### src/rtl/pkt_frame_monitor_if.sv
// rtl/pkt_frame_monitor_if.sv - flit bus observed by the packet framing monitor
interface pkt_frame_monitor_if #(
  parameter int CH_W = 2
) ();
  logic            valid;
  logic            head;
  logic            tail;
  logic [CH_W-1:0] chan;

  modport master (output valid, output head, output tail, output chan);
  modport slave  (input  valid, input  head, input  tail, input  chan);
endinterface

### src/rtl/pkt_frame_monitor.sv
// rtl/pkt_frame_monitor.sv - per-channel packet framing checker with done/err reporting
module pkt_frame_monitor #(
  parameter int NCH     = 4,
  parameter int CH_W    = 2,
  parameter int MAX_LEN = 16,
  parameter int LEN_W   = 5
) (
  input  logic                 clk,
  input  logic                 reset,
  pkt_frame_monitor_if.slave   flit,
  output logic                 done,
  output logic [CH_W-1:0]      done_ch,
  output logic [LEN_W-1:0]     done_len,
  output logic                 err,
  output logic [CH_W-1:0]      err_ch,
  output logic [1:0]           err_code,
  output logic [7:0]           err_cnt,
  output logic [2*NCH-1:0]     state_vec
);

  typedef enum logic [1:0] {
    ST_IDLE = 2'b00,
    ST_HEAD = 2'b01,
    ST_DATA = 2'b10,
    ST_TAIL = 2'b11
  } ch_state_e;

  localparam logic [1:0]     E_NO_HEAD     = 2'd0;
  localparam logic [1:0]     E_HEAD_IN_PKT = 2'd1;
  localparam logic [1:0]     E_TOO_LONG    = 2'd2;
  localparam logic [1:0]     E_BAD_CH      = 2'd3;
  localparam logic [CH_W:0]  NCH_L         = (CH_W+1)'(NCH);
  localparam logic [LEN_W:0] MAX_L         = (LEN_W+1)'(MAX_LEN);

  ch_state_e          st_q  [NCH];
  ch_state_e          st_d  [NCH];
  logic [LEN_W-1:0]   len_q [NCH];
  logic [LEN_W-1:0]   len_d [NCH];

  logic               done_q, done_d;
  logic [CH_W-1:0]    done_ch_q, done_ch_d;
  logic [LEN_W-1:0]   done_len_q, done_len_d;
  logic               err_q, err_d;
  logic [CH_W-1:0]    err_ch_q, err_ch_d;
  logic [1:0]         err_code_q, err_code_d;
  logic [7:0]         err_cnt_q, err_cnt_d;

  logic               in_range;
  logic               sel;
  logic               start;
  logic [LEN_W:0]     next_len;

  always_comb begin
    for (int c = 0; c < NCH; c++) begin
      st_d[c]  = st_q[c];
      len_d[c] = len_q[c];
    end
    done_d     = 1'b0;
    done_ch_d  = done_ch_q;
    done_len_d = done_len_q;
    err_d      = 1'b0;
    err_ch_d   = err_ch_q;
    err_code_d = err_code_q;
    err_cnt_d  = err_cnt_q;
    sel        = 1'b0;
    start      = 1'b0;
    next_len   = '0;

    in_range = ({1'b0, flit.chan} < NCH_L);

    if (flit.valid && !in_range) begin
      err_d      = 1'b1;
      err_ch_d   = flit.chan;
      err_code_d = E_BAD_CH;
    end

    for (int c = 0; c < NCH; c++) begin
      sel      = flit.valid && in_range && (flit.chan == CH_W'(c));
      start    = 1'b0;
      next_len = {1'b0, len_q[c]} + 1'b1;
      if (sel) begin
        if (st_q[c] == ST_HEAD || st_q[c] == ST_DATA) begin
          if (flit.head) begin
            // The interrupted packet is dropped; this flit opens a fresh one.
            err_d      = 1'b1;
            err_ch_d   = flit.chan;
            err_code_d = E_HEAD_IN_PKT;
            start      = 1'b1;
          end else if (next_len > MAX_L) begin
            err_d      = 1'b1;
            err_ch_d   = flit.chan;
            err_code_d = E_TOO_LONG;
            st_d[c]    = ST_IDLE;
            len_d[c]   = '0;
          end else if (flit.tail) begin
            st_d[c]    = ST_TAIL;
            len_d[c]   = next_len[LEN_W-1:0];
            done_d     = 1'b1;
            done_ch_d  = flit.chan;
            done_len_d = next_len[LEN_W-1:0];
          end else begin
            st_d[c]  = ST_DATA;
            len_d[c] = next_len[LEN_W-1:0];
          end
        end else if (flit.head) begin
          start = 1'b1;
        end else begin
          err_d      = 1'b1;
          err_ch_d   = flit.chan;
          err_code_d = E_NO_HEAD;
          st_d[c]    = ST_IDLE;
          len_d[c]   = '0;
        end

        if (start) begin
          len_d[c] = LEN_W'(1);
          if (flit.tail) begin
            st_d[c]    = ST_TAIL;
            done_d     = 1'b1;
            done_ch_d  = flit.chan;
            done_len_d = LEN_W'(1);
          end else begin
            st_d[c] = ST_HEAD;
          end
        end
      end else if (st_q[c] == ST_TAIL) begin
        // TAIL lasts exactly one cycle unless a new packet arrives on top of it.
        st_d[c] = ST_IDLE;
      end
    end

    if (err_d && (err_cnt_q != 8'hFF)) begin
      err_cnt_d = err_cnt_q + 8'd1;
    end
  end

  always_ff @(posedge clk) begin
    if (reset) begin
      for (int c = 0; c < NCH; c++) begin
        st_q[c]  <= ST_IDLE;
        len_q[c] <= '0;
      end
      done_q     <= 1'b0;
      done_ch_q  <= '0;
      done_len_q <= '0;
      err_q      <= 1'b0;
      err_ch_q   <= '0;
      err_code_q <= '0;
      err_cnt_q  <= '0;
    end else begin
      for (int c = 0; c < NCH; c++) begin
        st_q[c]  <= st_d[c];
        len_q[c] <= len_d[c];
      end
      done_q     <= done_d;
      done_ch_q  <= done_ch_d;
      done_len_q <= done_len_d;
      err_q      <= err_d;
      err_ch_q   <= err_ch_d;
      err_code_q <= err_code_d;
      err_cnt_q  <= err_cnt_d;
    end
  end

  always_comb begin
    state_vec = '0;
    for (int c = 0; c < NCH; c++) begin
      state_vec[2*c +: 2] = st_q[c];
    end
  end

  assign done     = done_q;
  assign done_ch  = done_ch_q;
  assign done_len = done_len_q;
  assign err      = err_q;
  assign err_ch   = err_ch_q;
  assign err_code = err_code_q;
  assign err_cnt  = err_cnt_q;

endmodule

### src/flat_wrapper.sv
// flat-port wrapper written by rule: the top's interface ports become plain ports
module pkt_frame_monitor_flat 
#(
  parameter int NCH     = 4,
  parameter int CH_W    = 2,
  parameter int MAX_LEN = 16,
  parameter int LEN_W   = 5
)
  (clk, reset, done, done_ch, done_len, err, err_ch, err_code, err_cnt, state_vec, flit_valid, flit_head, flit_tail, flit_chan);
  pkt_frame_monitor_if #(.CH_W(CH_W)) flit_i ();
  input  logic clk;
  input  logic reset;
  output logic done;
  output logic [CH_W-1:0] done_ch;
  output logic [LEN_W-1:0] done_len;
  output logic err;
  output logic [CH_W-1:0] err_ch;
  output logic [1:0] err_code;
  output logic [7:0] err_cnt;
  output logic [2*NCH-1:0] state_vec;
  input wire logic [$bits(flit_i.valid)-1:0] flit_valid;
  input wire logic [$bits(flit_i.head)-1:0] flit_head;
  input wire logic [$bits(flit_i.tail)-1:0] flit_tail;
  input wire logic [$bits(flit_i.chan)-1:0] flit_chan;
  assign flit_i.valid = flit_valid;
  assign flit_i.head = flit_head;
  assign flit_i.tail = flit_tail;
  assign flit_i.chan = flit_chan;
  pkt_frame_monitor #(.NCH(NCH), .CH_W(CH_W), .MAX_LEN(MAX_LEN), .LEN_W(LEN_W)) u_core (.clk(clk), .reset(reset), .flit(flit_i), .done(done), .done_ch(done_ch), .done_len(done_len), .err(err), .err_ch(err_ch), .err_code(err_code), .err_cnt(err_cnt), .state_vec(state_vec));
endmodule
### config.mk
export PLATFORM = sky130hd
export DESIGN_NAME = pkt_frame_monitor_flat
export DESIGN_NICKNAME = d
export VERILOG_FILES = /design/src/rtl/pkt_frame_monitor_if.sv /design/src/rtl/pkt_frame_monitor.sv /design/src/flat_wrapper.sv
export SDC_FILE = /design/constraint.sdc
export NUM_CORES = 1
export LEC_CHECK = 0
export ABC_AREA = 1
export CELL_PAD_IN_SITES_DETAIL_PLACEMENT = 1
export CELL_PAD_IN_SITES_GLOBAL_PLACEMENT = 2
export CORE_MARGIN = 8
export CORE_UTILIZATION = 28
export DETAILED_ROUTE_END_ITERATION = 10
export MAX_ROUTING_LAYER = met4
export PLACE_DENSITY_LB_ADDON = 0.1
export REMOVE_ABC_BUFFERS = 1
export SLEW_MARGIN = 5
export SYNTH_ARGS = -nofsm -noshare
export SYNTH_HDL_FRONTEND = slang
export SYNTH_SLANG_ARGS = --single-unit
### constraint.sdc
create_clock -name clk -period 1.8 [get_ports clk]
set_input_delay 0.36 -clock clk [delete_from_list [all_inputs] [get_ports clk]]
set_output_delay 0.36 -clock clk [all_outputs]
set_load 0.01 [all_outputs]
==> run metrics, run 1 <==
die area 15,230 sq um; Die Wd around 120 um; H-tree Lvls 2; area grow syn2layout 63.19%; Max Fanout on Critical Path 5; largest net degree at the start of global routing 24; Post-CTS Hold Fix Bufs 0; Tcrit/Tclk final 1.143; Setup CP Type reg -> reg; placed cell area 4508 sq um; synthesized area 3229 sq um; final WL 13,020 um; Worst Max-Slew Pin Slew between 0.4 and 0.5 ns; #FFs+latches synth roughly 50; RSZ-0062 raised after global routing yes; final RePlAce weighted congestion roughly 0.84; Vias/cell ~4.9; Synth Instances between 500 and 600; IO Count 36; area of the multi-input gates about 2400 sq um; Worst Reg-to-Reg Cells 17; share of layout cells above drive strength 1 0.3910; Worst Hold Path EP u_core.len_q[1][2]$_SDFFE_PP0P_; Post-layout nets around 670; clock tree buffer depth 2; final worst slack -0.2577 ns; Die Ht 123.4 um; antenna diode count 0; Psw 0.8369 mW; initial antenna violation count 0; Layout Skew 0.01009 ns; worst skew pair latency just over 0.3 ns; Worst slew margin 0.7051; Net Sw Frac 0.2772; clk sink count just under 50; post-synthesis sequential area ratio 0.3038; CTS tree yes; Hold WC Path Type reg -> reg; Cell Pwr Density around 570 nW/um^2; fill cell count roughly 1,400; Clk pwr share 0.425; grt ovf 0; Hold Path Origin u_core.len_q[1][2]$_SDFFE_PP0P_; DRC errors left 0; first-pass GRT wire length approximately 20,000 um; setup TNS -3.598 ns; Internal 2.183 mW; CP endpoint kind flip-flop; leakage power around 2.2 nW; Worst EP arrival 2.31 ns; gr usage total 0.1775; # port buffers 35; startpoint types flip-flop; worst reg-to-reg setup slack -0.26 ns; Fmax around 490 MHz; number of global-route vias before repair roughly 4,000; Sequential Area between 1000 and 1500 sq um; fin. max-slew vios 0; WL per Instance 16.48 um; root buf cell clkbuf_16; pre-CTS setup slack -0.5758 ns; num rows 39; run status finished with violations; placed cells slightly below 800; Fin. Hold Viols 0; DR iter-0 viols 187; Worst VDD drop 377.5 uV; final instance area 5270 sq um; final setup violation count 23; Flop pwr share 0.379; DPL Wire Length around 10,000 um; CORE AREA ~11,000 sq um; fin crit period ~2.1 ns; Vias 3,850; hold depth 2; Clock Pin Slew Worst Setup and Hold Paths roughly 0.080 ns; worst flop-to-flop path endpoint u_core.done_len[0]$_SDFF_PP0_; Non-Filler Instances just under 800; Logic pwr share 0.196; max-cap viol count 0; drt pass-1 iters 4; final hold slack ~0.5 ns; Yosys cell types 38; Synth Warn # 0; failing checks setup timing; post-route ant nets 0; worst r2r src u_core.len_q[0][0]$_SDFFE_PP0P_; Pwr Total around 3.0 mW; Initial Utilization 0.2853; total CTS buffers 5; average cell area after synthesis around 6.4 sq um; CP Data Required Time 2.05 ns; final core utilization 0.4655
-- worst max-delay path by stage --
stage | from | to | cells past startpoint
3_5_place_dp | flit_chan[1] | u_core.err_cnt[2]$_SDFFE_PP0P_ | 14
6_report | u_core.len_q[0][0]$_SDFFE_PP0P_ | u_core.done_len[0]$_SDFF_PP0_ | 17
2_1_floorplan | u_core.len_q[3][0]$_SDFFE_PP0P_ | u_core.err_cnt[2]$_SDFFE_PP0P_ | 13
4_1_cts | u_core.len_q[0][0]$_SDFFE_PP0P_ | u_core.err_cnt[2]$_SDFFE_PP0P_ | 17
3_3_place_gp | flit_chan[1] | u_core.err_cnt[2]$_SDFFE_PP0P_ | 14
5_1_grt | u_core.len_q[0][0]$_SDFFE_PP0P_ | u_core.done_len[2]$_SDFF_PP0_ | 18
-- what timing repair did --
action / in CTS / in global routing
gates cloned: 1 / 0
gates resized for setup: 69 / 66
endpoints found under the hold margin: 0 / 0
pin swaps: 20 / 26
setup endpoints to repair: 26 / 32
buffers inserted: 3 / 7
-- registers in the layout, summed over array words and instances, names as in the netlist --
register	count
u_core.err_code	2
u_core.len_q	20
u_core.done_ch	2
u_core.err_ch	2
u_core.done_len	5
u_core.done	1
u_core.err	1
u_core.err_cnt	8
u_core.st_q	8
-- cells in the mapped netlist, drive strengths merged --
| cell type | instances | area, sq um |
|---|---|---|
| xor2 | 5 | 43.79 |
| inv | 65 | 246.5 |
| dfxtp | 49 | 980.9 |
| o2111ai | 2 | 17.52 |
| a221oi | 3 | 26.28 |
| o211ai | 2 | 15.01 |
| or2 | 1 | 6.260 |
| buf | 3 | 13.76 |
| a21boi | 1 | 7.510 |
| a31oi | 3 | 18.77 |
| o32ai | 1 | 8.760 |
| and3b | 1 | 8.760 |
| nand2 | 140 | 569.3 |
| o21ai | 27 | 135.1 |
| nand3b | 1 | 7.510 |
| a21oi | 49 | 256.5 |
| nand4 | 8 | 50.05 |
| clkbuf | 10 | 37.54 |
| nand3 | 50 | 270.3 |
| nor2 | 50 | 225.2 |
| o22ai | 1 | 6.260 |
| ha | 13 | 162.7 |
| a22oi | 3 | 22.52 |
| and2 | 1 | 6.260 |
| nor3 | 7 | 35.03 |
| xnor2 | 5 | 51.30 |
-- cell type report --
class,count,share of cell area
clock buffer,5,0.02374
clock inverter,3,0.01306
inverter,65,0.04915
multi-input combinational,375,0.4480
timing repair buffer,150,0.2412
sequential,49,0.1909
tap,143,0.03395
-- cell usage in the layout (no fill, tap or decap), types with 6 or more instances in the layout --
cell	instances
buf_6	13
nand2_4	6
nand2_2	20
nand3_2	11
a21oi_1	33
o21ai_1	8
nand3_1	35
a21oi_2	15
o21ai_0	14
inv_1	45
dfxtp_2	8
dfxtp_1	37
clkdlybuf4s50_1	32
buf_4	101
inv_2	16
nand4_1	8
nor2_2	10
nor2_1	35
ha_1	9
nand2_1	114
-- worst max-delay path, cell delays in order (launching register included) --
cell and delay [ns]:
dfxtp_2 0.36, ha_4 0.16, inv_2 0.04, nand2_2 0.05, nand2_2 0.05, nor2_1 0.11
nand2_1 0.08, nand2_2 0.08, buf_4 0.10, nand4_1 0.23, buf_4 0.25, nor2_4 0.10
o22ai_2 0.06, nand2_1 0.06, nand2_1 0.05, nand2_1 0.07, nand2_2 0.05, a21oi_2 0.09
-- layer usage --
layer / GRT usage / share of wire
met5: - / 0
met4: 0.05869 / 0.019
met1: 0.2063 / 0.44
met2: 0.3058 / 0.51
met3: 0.02740 / 0.031
-- cells by family (layout without fill, tap and decap cells) --
kind of cell	Yosys count	after routing	share of synthesized area
xor gates and xnor gates	10	10	0.02945
and+or+nand+nor	259	260	0.3650
adders and majority gates	13	13	0.05037
buffers and inverters	78	223	0.09221
AOI/OAI and AO/OA	92	92	0.1592
DFF	49	49	0.3038
-- power by group through the flow --
stage          registers, mW  logic, mW  clock network [mW]
6_report                1.14      0.593                1.28
5_1_grt                 1.15      0.643                1.35
4_1_cts                 1.15      0.559                1.31
3_5_place_dp            1.17      0.524                   0
3_3_place_gp            1.17      0.515                   0
2_1_floorplan           1.18      0.210                   0
Note: power is estimated with default switching activity, not from simulation.
==> inputs of run 2 (changes only) <==
clock period = 1.7 ns   (was 1.8 ns; I/O delays follow)
==> run metrics, run 2 (same netlist as run 1, synthesis figures left out) <==
run status finished with violations; failing checks setup timing; Clk pwr share 0.415; RSZ-0062 raised after global routing yes; worst flop-to-flop path endpoint u_core.done_len[3]$_SDFF_PP0_; Internal around 2.3 mW; Setup CP Type reg -> reg; Initial Utilization 0.2853; Clock Pin Slew Worst Setup and Hold Paths about 0.070 ns; drt pass-1 iters 4; Worst Reg-to-Reg Cells 10; Flop pwr share 0.372; Fmax ~500 MHz; post-route ant nets 0; final setup violation count 31; Cell Pwr Density 580.0 nW/um^2; Worst VDD drop around 350 uV; Post-CTS Hold Fix Bufs 0; share of layout cells above drive strength 1 0.4268; Worst Hold Path EP u_core.len_q[1][4]$_SDFFE_PP0P_; Max Fanout on Critical Path 5; area grow syn2layout 73.85%; Die Ht 123.4 um; Worst Max-Slew Pin Slew between 0.4 and 0.5 ns; root buf cell clkbuf_16; worst reg-to-reg setup slack -0.31 ns; antenna diode count 0; Pwr Total about 3.3 mW; commonest non-fill, non-tap cells in the layout nand2_1, buf_4, inv_1, dfxtp_1, nor2_1; Psw just over 0.9 mW; Worst slew margin 0.6756; clk sink count between 40 and 50; fin crit period 2.008 ns; grt ovf 0; leakage power approximately 2.4 nW; Tcrit/Tclk final 1.181; Fin. Hold Viols 0; die area 15,230 sq um; max-cap viol count 0; Vias/cell approximately 5; initial antenna violation count 0; CTS tree yes; largest net degree at the start of global routing 24; Net Sw Frac 0.2804; # port buffers 35; DPL Wire Length about 10,000 um; worst skew pair latency ~0.3 ns; CP Data Required Time about 1.9 ns; fin. max-slew vios 0; pre-CTS setup slack -0.6243 ns; DR iter-0 viols 170; startpoint types flip-flop; Die Wd approximately 120 um; final worst slack -0.3078 ns; placed cells 778; gr usage total 0.1804; final RePlAce weighted congestion 0.8947; Vias just under 4,000; Logic pwr share 0.213; Layout Skew ~0.0047 ns; final WL between 10,000 and 15,000 um; Non-Filler Instances 806; IO Count 36; Worst EP arrival 2.19 ns; CORE AREA roughly 11,000 sq um; DRC errors left 0; Hold WC Path Type reg -> reg; max reg flops 20; worst r2r src u_core.len_q[3][0]$_SDFFE_PP0P_; register with the highest flop count u_core.len_q; number of global-route vias before repair between 4,000 and 5,000; leading cell type in the layout, fill and taps excluded nand2_1; num rows 39; Hold Path Origin u_core.len_q[1][4]$_SDFFE_PP0P_; hold depth 2; WL per Instance between 15 and 20 um; H-tree Lvls 2; total CTS buffers 5; Post-layout nets roughly 700; clock tree buffer depth 2; first-pass GRT wire length about 21,000 um; CP endpoint kind flip-flop
==> run 2: changes by cell type in the layout (fill, tap and decap cells not counted), sizes merged <==
| cell | previous run | this run |
|---|---|---|
| buf | 115 | 131 |
| dlymetal6s2s | 0 | 2 |
| clkdlybuf4s50 | 32 | 31 |
| dlygate4sd2 | 3 | 2 |
==> run 2: area by class of cell <==
class                   count  area, sq um
fillers                  1424         5707
inverters                  65        259.0
clock inverters             3        68.82
multi-input cells         375         2541
well taps                 143        178.9
flip-flops and latches     49         1006
repair buffers            166         1435
clock buffers               5        125.1
==> run 2: power by group through the flow <==
stage / Sequential (mW) / Combinational (mW) / Clock [mW]
4_1_cts: 1.21 / 0.629 / 1.39
6_report: 1.21 / 0.693 / 1.35
5_1_grt: 1.22 / 0.749 / 1.43
2_1_floorplan: 1.25 / 0.222 / 0
3_3_place_gp: 1.23 / 0.564 / 0
3_5_place_dp: 1.24 / 0.571 / 0
==> run 2: routing by layer <==
layer  routed length, um  track usage  up-vias
met5                   0            -        -
met4                 172      0.05041        0
met3                 312      0.02237       12
li1                    -            -     1973
met2                7106       0.3241       47
met1                5697       0.2056     1910
==> run 2: repair_timing <==
action                     CTS  global route
pin swaps                   24            47
gates resized for setup     93            90
setup buffers               11            11
setup endpoints to repair   38            45
gates cloned                 1             0
==> run 2: how the worst max path moves through the flow <==
stage                                                 to                             from
after floorplan           u_core.err_cnt[2]$_SDFFE_PP0P_  u_core.len_q[3][0]$_SDFFE_PP0P_
after global placement    u_core.err_cnt[2]$_SDFFE_PP0P_                       flit_valid
after detailed placement  u_core.err_cnt[2]$_SDFFE_PP0P_                       flit_valid
after CTS                  u_core.done_len[3]$_SDFF_PP0_  u_core.len_q[0][1]$_SDFFE_PP0P_
after global routing       u_core.done_len[2]$_SDFF_PP0_  u_core.len_q[0][1]$_SDFFE_PP0P_
final                      u_core.done_len[3]$_SDFF_PP0_  u_core.len_q[3][0]$_SDFFE_PP0P_
==> run 2: worst max-delay path: stages (launching register included) <==
cell and delay (ns):
dfxtp_4 0.36, buf_6 0.12, nand3_4 0.09, xor2_4 0.18, nand3_2 0.12, a21oi_4 0.20
nand2_4 0.11, nand2_2 0.09, nand3_1 0.11, a31oi_1 0.40, a21oi_2 0.09
==> run 2: metrics by stage <==
step / util / cell area (sq um) / TNS [ns] / hold WS, ns
after floorplan: - / 3178 / -0.9596 / 0.4091
after global placement: 0.4029 / 4561 / -16.72 / 0.4792
after detailed placement: 0.4029 / 4561 / -17.36 / 0.4872
after CTS: 0.4579 / 5184 / -4.671 / 0.4979
after global routing: 0.4959 / 5614 / -10.04 / 0.5379
final: 0.4959 / 5614 / -5.609 / 0.4991
